**config.mk**
```make
export PLATFORM = sky130hd
export DESIGN_NAME = osd_cmd_arbiter_flat
export DESIGN_NICKNAME = d
export VERILOG_FILES = /design/src/rtl/osd_cmd_arbiter_if.sv /design/src/rtl/osd_cmd_arbiter.sv /design/src/flat_wrapper.sv
export SDC_FILE = /design/constraint.sdc
export NUM_CORES = 1
export LEC_CHECK = 0
export BUFFER_PORTS_ARGS = -buffer_cell sky130_fd_sc_hd__buf_2
export CORE_AREA = 2 2 72 74
export CTS_CLUSTER_SIZE = 24
export DETAILED_ROUTE_END_ITERATION = 16
export DIE_AREA = 0 0 74 76
export GPL_TIMING_DRIVEN = 0
export MAX_ROUTING_LAYER = met4
export PLACE_DENSITY = 0.95
export SYNTH_ARGS = -nofsm -noshare
export SYNTH_HDL_FRONTEND = slang
export SYNTH_SLANG_ARGS = --single-unit
```
**constraint.sdc**
```tcl
create_clock -name clk_sys -period 3.7 [get_ports clk_sys]
set_input_delay 0.37 -clock clk_sys [delete_from_list [all_inputs] [get_ports clk_sys]]
set_output_delay 0.37 -clock clk_sys [all_outputs]
set_load 0.1 [all_outputs]
```
**src/rtl/osd_cmd_arbiter_if.sv**
```systemverilog
// Bundle of requester handshakes and the osd-side word bus shared by the OSD command arbiter.
// The arbiter takes the slave view; requesters and benches take the master view.
interface osd_cmd_arbiter_if #(
  parameter int LEN_W = 9
);
  logic             a_req;
  logic [7:0]       a_cmd;
  logic [LEN_W-1:0] a_len;
  logic [15:0]      a_data;
  logic             a_data_valid;
  logic             a_data_ready;
  logic             a_grant;
  logic             a_done;

  logic             b_req;
  logic [7:0]       b_cmd;
  logic [LEN_W-1:0] b_len;
  logic [15:0]      b_data;
  logic             b_data_valid;
  logic             b_data_ready;
  logic             b_grant;
  logic             b_done;

  logic             io_osd;
  logic             io_strobe;
  logic [15:0]      io_din;
  logic             busy;

  modport slave (
    input  a_req, a_cmd, a_len, a_data, a_data_valid,
    input  b_req, b_cmd, b_len, b_data, b_data_valid,
    output a_data_ready, a_grant, a_done,
    output b_data_ready, b_grant, b_done,
    output io_osd, io_strobe, io_din, busy
  );

  modport master (
    output a_req, a_cmd, a_len, a_data, a_data_valid,
    output b_req, b_cmd, b_len, b_data, b_data_valid,
    input  a_data_ready, a_grant, a_done,
    input  b_data_ready, b_grant, b_done,
    input  io_osd, io_strobe, io_din, busy
  );
endinterface

```
**src/rtl/osd_cmd_arbiter.sv**
```systemverilog
// Round-robin arbiter that serialises command+data transactions from two requesters
// onto the osd io_osd/io_strobe/io_din bus, with GAP-cycle strobe phases.
module osd_cmd_arbiter #(
  parameter int GAP   = 2,
  parameter int LEN_W = 9
) (
  input  logic               clk_sys,
  input  logic               reset_n,
  osd_cmd_arbiter_if.slave   bus
);

  typedef enum logic [2:0] {
    IDLE, SETUP, CMD_HI, CMD_LO, DWAIT, DAT_HI, DAT_LO, GUARD
  } state_e;

  localparam logic [3:0] PH_LAST   = 4'(GAP - 1);
  localparam bit         GUARD_ONE = (GAP == 1);

  state_e           state_q;
  logic [3:0]       phase_q;
  logic [LEN_W-1:0] len_left_q;
  logic             sel_b_q;
  logic             last_b_q;
  logic             a_ready_q, a_grant_q, a_done_q;
  logic             b_ready_q, b_grant_q, b_done_q;
  logic             io_osd_q, io_strobe_q, busy_q;
  logic [15:0]      io_din_q;

  logic             pick_b_d;
  logic             phase_end_d;
  logic             sel_valid_d;
  logic             sel_ready_d;
  logic [15:0]      sel_data_d;

  // On a tie the side that was not served last wins.
  assign pick_b_d    = bus.b_req & (~bus.a_req | ~last_b_q);
  assign phase_end_d = (phase_q == 4'd0);
  assign sel_valid_d = sel_b_q ? bus.b_data_valid : bus.a_data_valid;
  assign sel_ready_d = sel_b_q ? b_ready_q        : a_ready_q;
  assign sel_data_d  = sel_b_q ? bus.b_data       : bus.a_data;

  // NOTE: nonblocking assignments so every register here samples pre-edge values.
  always_ff @(posedge clk_sys or negedge reset_n) begin
    if (!reset_n) begin
      state_q     <= IDLE;
      phase_q     <= 4'd0;
      len_left_q  <= '0;
      sel_b_q     <= 1'b0;
      last_b_q    <= 1'b1;
      a_ready_q   <= 1'b0;
      a_grant_q   <= 1'b0;
      a_done_q    <= 1'b0;
      b_ready_q   <= 1'b0;
      b_grant_q   <= 1'b0;
      b_done_q    <= 1'b0;
      io_osd_q    <= 1'b0;
      io_strobe_q <= 1'b0;
      io_din_q    <= 16'h0000;
      busy_q      <= 1'b0;
    end else begin
      a_grant_q <= 1'b0;
      b_grant_q <= 1'b0;
      a_done_q  <= 1'b0;
      b_done_q  <= 1'b0;

      // Timed phases count down and reload; IDLE and DWAIT reload on exit.
      if (state_q != IDLE && state_q != DWAIT)
        phase_q <= phase_end_d ? PH_LAST : phase_q - 4'd1;

      case (state_q)
        IDLE: begin
          if (bus.a_req | bus.b_req) begin
            sel_b_q    <= pick_b_d;
            a_grant_q  <= ~pick_b_d;
            b_grant_q  <= pick_b_d;
            io_osd_q   <= 1'b1;
            io_din_q   <= {8'h00, (pick_b_d ? bus.b_cmd : bus.a_cmd)};
            len_left_q <= pick_b_d ? bus.b_len : bus.a_len;
            phase_q    <= PH_LAST;
            busy_q     <= 1'b1;
            state_q    <= SETUP;
          end
        end
        SETUP: begin
          if (phase_end_d) begin
            io_strobe_q <= 1'b1;
            state_q     <= CMD_HI;
          end
        end
        CMD_HI, DAT_HI: begin
          if (phase_end_d) begin
            io_strobe_q <= 1'b0;
            state_q     <= (state_q == CMD_HI) ? CMD_LO : DAT_LO;
          end
        end
        CMD_LO, DAT_LO: begin
          if (phase_end_d) begin
            if (len_left_q == '0) begin
              io_osd_q <= 1'b0;
              a_done_q <= GUARD_ONE & ~sel_b_q;
              b_done_q <= GUARD_ONE & sel_b_q;
              state_q  <= GUARD;
            end else begin
              a_ready_q <= ~sel_b_q;
              b_ready_q <= sel_b_q;
              state_q   <= DWAIT;
            end
          end
        end
        DWAIT: begin
          if (sel_valid_d & sel_ready_d) begin
            io_din_q    <= sel_data_d;
            a_ready_q   <= 1'b0;
            b_ready_q   <= 1'b0;
            len_left_q  <= len_left_q - 1'b1;
            io_strobe_q <= 1'b1;
            phase_q     <= PH_LAST;
            state_q     <= DAT_HI;
          end
        end
        GUARD: begin
          if (phase_end_d) begin
            last_b_q <= sel_b_q;
            busy_q   <= 1'b0;
            state_q  <= IDLE;
          end else if (phase_q == 4'd1) begin
            a_done_q <= ~sel_b_q;
            b_done_q <= sel_b_q;
          end
        end
        default: state_q <= IDLE;
      endcase
    end
  end

  assign bus.a_data_ready = a_ready_q;
  assign bus.a_grant      = a_grant_q;
  assign bus.a_done       = a_done_q;
  assign bus.b_data_ready = b_ready_q;
  assign bus.b_grant      = b_grant_q;
  assign bus.b_done       = b_done_q;
  assign bus.io_osd       = io_osd_q;
  assign bus.io_strobe    = io_strobe_q;
  assign bus.io_din       = io_din_q;
  assign bus.busy         = busy_q;

endmodule

```
**src/flat_wrapper.sv**
```systemverilog
// flat-port wrapper written by rule: the top's interface ports become plain ports
module osd_cmd_arbiter_flat 
#(
  parameter int GAP   = 2,
  parameter int LEN_W = 9
)
  (clk_sys, reset_n, bus_a_req, bus_a_cmd, bus_a_len, bus_a_data, bus_a_data_valid, bus_b_req, bus_b_cmd, bus_b_len, bus_b_data, bus_b_data_valid, bus_a_data_ready, bus_a_grant, bus_a_done, bus_b_data_ready, bus_b_grant, bus_b_done, bus_io_osd, bus_io_strobe, bus_io_din, bus_busy);
  osd_cmd_arbiter_if #(.LEN_W(LEN_W)) bus_i ();
  input  logic clk_sys;
  input  logic reset_n;
  input wire logic [$bits(bus_i.a_req)-1:0] bus_a_req;
  input wire logic [$bits(bus_i.a_cmd)-1:0] bus_a_cmd;
  input wire logic [$bits(bus_i.a_len)-1:0] bus_a_len;
  input wire logic [$bits(bus_i.a_data)-1:0] bus_a_data;
  input wire logic [$bits(bus_i.a_data_valid)-1:0] bus_a_data_valid;
  input wire logic [$bits(bus_i.b_req)-1:0] bus_b_req;
  input wire logic [$bits(bus_i.b_cmd)-1:0] bus_b_cmd;
  input wire logic [$bits(bus_i.b_len)-1:0] bus_b_len;
  input wire logic [$bits(bus_i.b_data)-1:0] bus_b_data;
  input wire logic [$bits(bus_i.b_data_valid)-1:0] bus_b_data_valid;
  output wire logic [$bits(bus_i.a_data_ready)-1:0] bus_a_data_ready;
  output wire logic [$bits(bus_i.a_grant)-1:0] bus_a_grant;
  output wire logic [$bits(bus_i.a_done)-1:0] bus_a_done;
  output wire logic [$bits(bus_i.b_data_ready)-1:0] bus_b_data_ready;
  output wire logic [$bits(bus_i.b_grant)-1:0] bus_b_grant;
  output wire logic [$bits(bus_i.b_done)-1:0] bus_b_done;
  output wire logic [$bits(bus_i.io_osd)-1:0] bus_io_osd;
  output wire logic [$bits(bus_i.io_strobe)-1:0] bus_io_strobe;
  output wire logic [$bits(bus_i.io_din)-1:0] bus_io_din;
  output wire logic [$bits(bus_i.busy)-1:0] bus_busy;
  assign bus_i.a_req = bus_a_req;
  assign bus_i.a_cmd = bus_a_cmd;
  assign bus_i.a_len = bus_a_len;
  assign bus_i.a_data = bus_a_data;
  assign bus_i.a_data_valid = bus_a_data_valid;
  assign bus_i.b_req = bus_b_req;
  assign bus_i.b_cmd = bus_b_cmd;
  assign bus_i.b_len = bus_b_len;
  assign bus_i.b_data = bus_b_data;
  assign bus_i.b_data_valid = bus_b_data_valid;
  assign bus_a_data_ready = bus_i.a_data_ready;
  assign bus_a_grant = bus_i.a_grant;
  assign bus_a_done = bus_i.a_done;
  assign bus_b_data_ready = bus_i.b_data_ready;
  assign bus_b_grant = bus_i.b_grant;
  assign bus_b_done = bus_i.b_done;
  assign bus_io_osd = bus_i.io_osd;
  assign bus_io_strobe = bus_i.io_strobe;
  assign bus_io_din = bus_i.io_din;
  assign bus_busy = bus_i.busy;
  osd_cmd_arbiter #(.GAP(GAP), .LEN_W(LEN_W)) u_core (.clk_sys(clk_sys), .reset_n(reset_n), .bus(bus_i));
endmodule
```
==> impl_metrics.json <==
{
  "start_util": 0.511,
  "slowest_delay_ns": 0.43,
  "antenna_found_initial": 0,
  "die_w_um": 74,
  "drive_above_1_share": 0.363,
  "port_buffers": 96,
  "synthMuxAreaShare": 0.0922,
  "yosysSeqAreaShare": 0.429,
  "avgSynthCellArea_um2": 9.77,
  "drt_iter0_drc": 246,
  "drv_cap": 0,
  "overflow": 0,
  "startpoint_type": "flop",
  "finalCritPeriodShare": 0.568,
  "synth_area_leaders": "dfrtp_1 42%, mux2i_1 8.8%, a21oi_1 5.0%",
  "critical_path_class": "flop to flop",
  "ios": 97,
  "htreeDepth": 2,
  "switchingPower_mw": 1.80,
  "wl_um": 7130,
  "core_um2": 4910,
  "ys_warn_count": 0,
  "remaining_drc_errors": 0,
  "vias": 2520,
  "async_flop_share": 1.00,
  "final_nets": 435,
  "outcome": "complete, no violations",
  "dpl.hpwl_um": 5310,
  "yosysTopAreaCell": "dfrtp_1",
  "final_hold_viol_count": 0,
  "clk_path_buf_depth": 2,
  "seq_power_share": 0.259,
  "holdWs_ns": 0.224,
  "hold_class": "input pin to asynchronous set/reset pin",
  "synth_compound_area_frac": 0.247,
  "worstSkewPairLatency_ns": 0.30,
  "pwr_density_cell_nw_per_um2": 1010,
  "synth_cell_types": 57,
  "vdd_drop_max_uv": 779,
  "synthXorXnorAreaFrac": 0.00698,
  "syn_inst": 257,
  "synth-adder-area-share": 0.0150,
  "cts_hold_repair.buffers": 0,
  "path_max_fanout": 9,
  "met2_length_um": 3590,
  "ant_nets": 0,
  "crit_required_ns": 3.92,
  "grt_pass1_wl_um": 11600,
  "switching_share": 0.559,
  "cts_resized": 0,
  "clk_pin_slew_ns": 0.09,
  "clkSinkCount": 43,
  "die_h_um": 76,
  "cp_slowest_cell": "nor3b_4",
  "period_needed_ns": 2.10,
  "wl_met3_um": 580,
  "cellLeakagePower_nw": 1.58,
  "wl_per_cell_um": 16.6,
  "rsz0062_at_grt": "no",
  "tritoncts": "yes",
  "synth_top_family_by_area": "compound AO/OA/AOI/OAI gates",
  "numCtsBuffers": 5,
  "first_global_vias": 2432,
  "highest-signal-layer": "met4",
  "grt_start_max_net_pins": 44,
  "num_antenna_cells": 0,
  "slew_headroom": 0.358,
  "synth_ff_type": "dfrtp_1",
  "place_ws_ns": 1.64,
  "root_buffer": "clkbuf_8",
  "worstMarginPinSlew_ns": 0.963,
  "path_cells": "inv_1, ha_1, nor3b_4, nand2_1, nor3_1, mux2i_1",
  "gp_congestion": 0.912,
  "pwr-share-comb": 0.636,
  "final-setup-viol-count": 0,
  "fmax_mhz": 476,
  "p_int_mw": 1.42,
  "grtUsageTotal": 0.273,
  "syn_nets": 332,
  "syn_area_um2": 2510,
  "critPathCaptureType": "flop",
  "final.setup.worst_slack_ns": 1.60,
  "die_area_um2": 5620,
  "clkPwrFrac": 0.104,
  "synth.top_cell.area_share": 0.419,
  "synth-simple-area-share": 0.160,
  "setup_tns_ns": 0,
  "synth_edf_count": 0,
  "drv_slew": 0,
  "via_per_inst": 5.85,
  "fin_skew_ns": 0.00892,
  "ys_ff_latch": 43,
  "worstPathArrival_ns": 2.32,
  "cts_setup_buffers": 0,
  "firstDrtPassIters": 7,
  "row_count": 26,
  "wl_met1_um": 2790,
  "syn_to_final_growth_pct": 26.8
}
## cell type report
class	instances	area [um2]
clock buffers	7	96.3
repair buffers	96	480
fillers	390	1730
plain buffers	21	98.8
well taps	70	87.6
flip-flops and latches	43	1080
multi-input cells	186	1310
clock inverters	1	7.51
inverters	7	26.3
## state kept, by name (all words and copies together) (netlist names)
register and count:
u_core.bus.b_grant 1, u_core.bus.busy 1, u_core.bus.a_data_ready 1, u_core.len_left_q 9, u_core.bus.a_grant 1, u_core.bus.b_done 1
u_core.bus.b_data_ready 1, u_core.state_q 3, u_core.bus.a_done 1, u_core.bus.io_osd 1, u_core.last_b_q 1, u_core.sel_b_q 1
u_core.bus.io_din 16, u_core.phase_q 4, u_core.bus.io_strobe 1
## routing by layer
metal / up-vias / global-route usage
li1: 1173 / -
met1: 1190 / 0.360
met2: 141 / 0.421
met3: 16 / 0.0503
met4: 0 / 0.0982
met5: - / -
## power by group through the flow
stage               clock (mW)  combinational [mW]  sequential, mW
global route             0.355                2.18           0.858
finish                   0.335                2.05           0.835
CTS                      0.335                2.04           0.829
detailed placement           0                2.04           0.831
floorplan                    0               0.868            1.59
global placement             0                1.98           0.828
## path summary, 6_finish.rpt
path / start / to / slack, ns / cells after the start
min in group clk_sys: bus_b_data[13] / u_core.bus.io_din[13] / 0.36 / 3
hold reg to reg: u_core.bus.io_din[5] / u_core.bus.io_din[5] / 0.49 / 1
max in group asynchronous: reset_n / u_core.len_left_q[2] / 2.88 / 1
setup reg to reg: u_core.phase_q[0] / u_core.bus.a_data_ready / 1.60 / 6
setup / recovery: u_core.phase_q[0] / u_core.bus.a_data_ready / 1.60 / 6
hold / removal: reset_n / u_core.sel_b_q / 0.22 / 1
## critical path: cells and delay by family (launching register included)
kind | cells | cell delay [ns]
adder cells (fa/ha/maj) | 1 | 0.25
buffers and inverters | 1 | 0.09
flip-flops | 1 | 0.41
multiplexers | 1 | 0.23
AND/OR/NAND/NOR | 3 | 1.05
## cell usage in the layout (no fill, tap or decap), types with 2 or more instances in the layout
master and count:
a21oi_1 25, o21ai_1 2, nand2b_1 2, or4_1 2
nand3_1 5, nor2b_1 2, nand2_1 23, nor3_1 7
a31oi_1 2, a22oi_1 2, o22a_1 2, ha_1 3
dfrtp_1 42, xnor2_1 2, buf_2 108, clkbuf_1 7
inv_1 7, nor3b_1 2, nor2_1 13, nor4_1 5
a21o_1 10, o2bb2ai_1 8, or3b_2 2, nor3b_4 2
clkbuf_8 7, a222oi_1 8, a22o_1 2, o21ai_0 7
mux2i_1 22
## cell families (layout without fill, tap and decap cells)
| logic type | after synthesis | after routing |
|---|---|---|
| compound gates | 85 | 85 |
| simple gates | 73 | 73 |
| flops | 43 | 43 |
| buf+inv | 28 | 132 |
| mux | 23 | 23 |
| fa+ha+maj | 3 | 3 |
| xor+xnor | 2 | 2 |
## metrics by stage
stage / cells / power (mW) / instance area [um2] / utilization
finish: 431 / 3.22 / 3180 / 0.648
global route: 431 / 3.40 / 3180 / 0.648
CTS: 431 / 3.21 / 3180 / 0.648
detailed placement: 423 / 2.87 / 3080 / 0.627
global placement: 423 / 2.81 / 3080 / 0.627
floorplan: 257 / 2.46 / 2510 / -
## Yosys cell counts (all sizes together), types with 3 or more instances
cell / count
nor3b: 5
nand3: 5
nand2: 23
o2bb2ai: 8
nor2: 13
mux2i: 22
a21oi: 25
buf: 13
a222oi: 8
inv: 7
clkbuf: 8
nor3: 7
o21ai: 10
ha: 3
nor4: 5
dfrtp: 42
a21o: 10
Note: power is estimated with default switching activity, not from simulation.
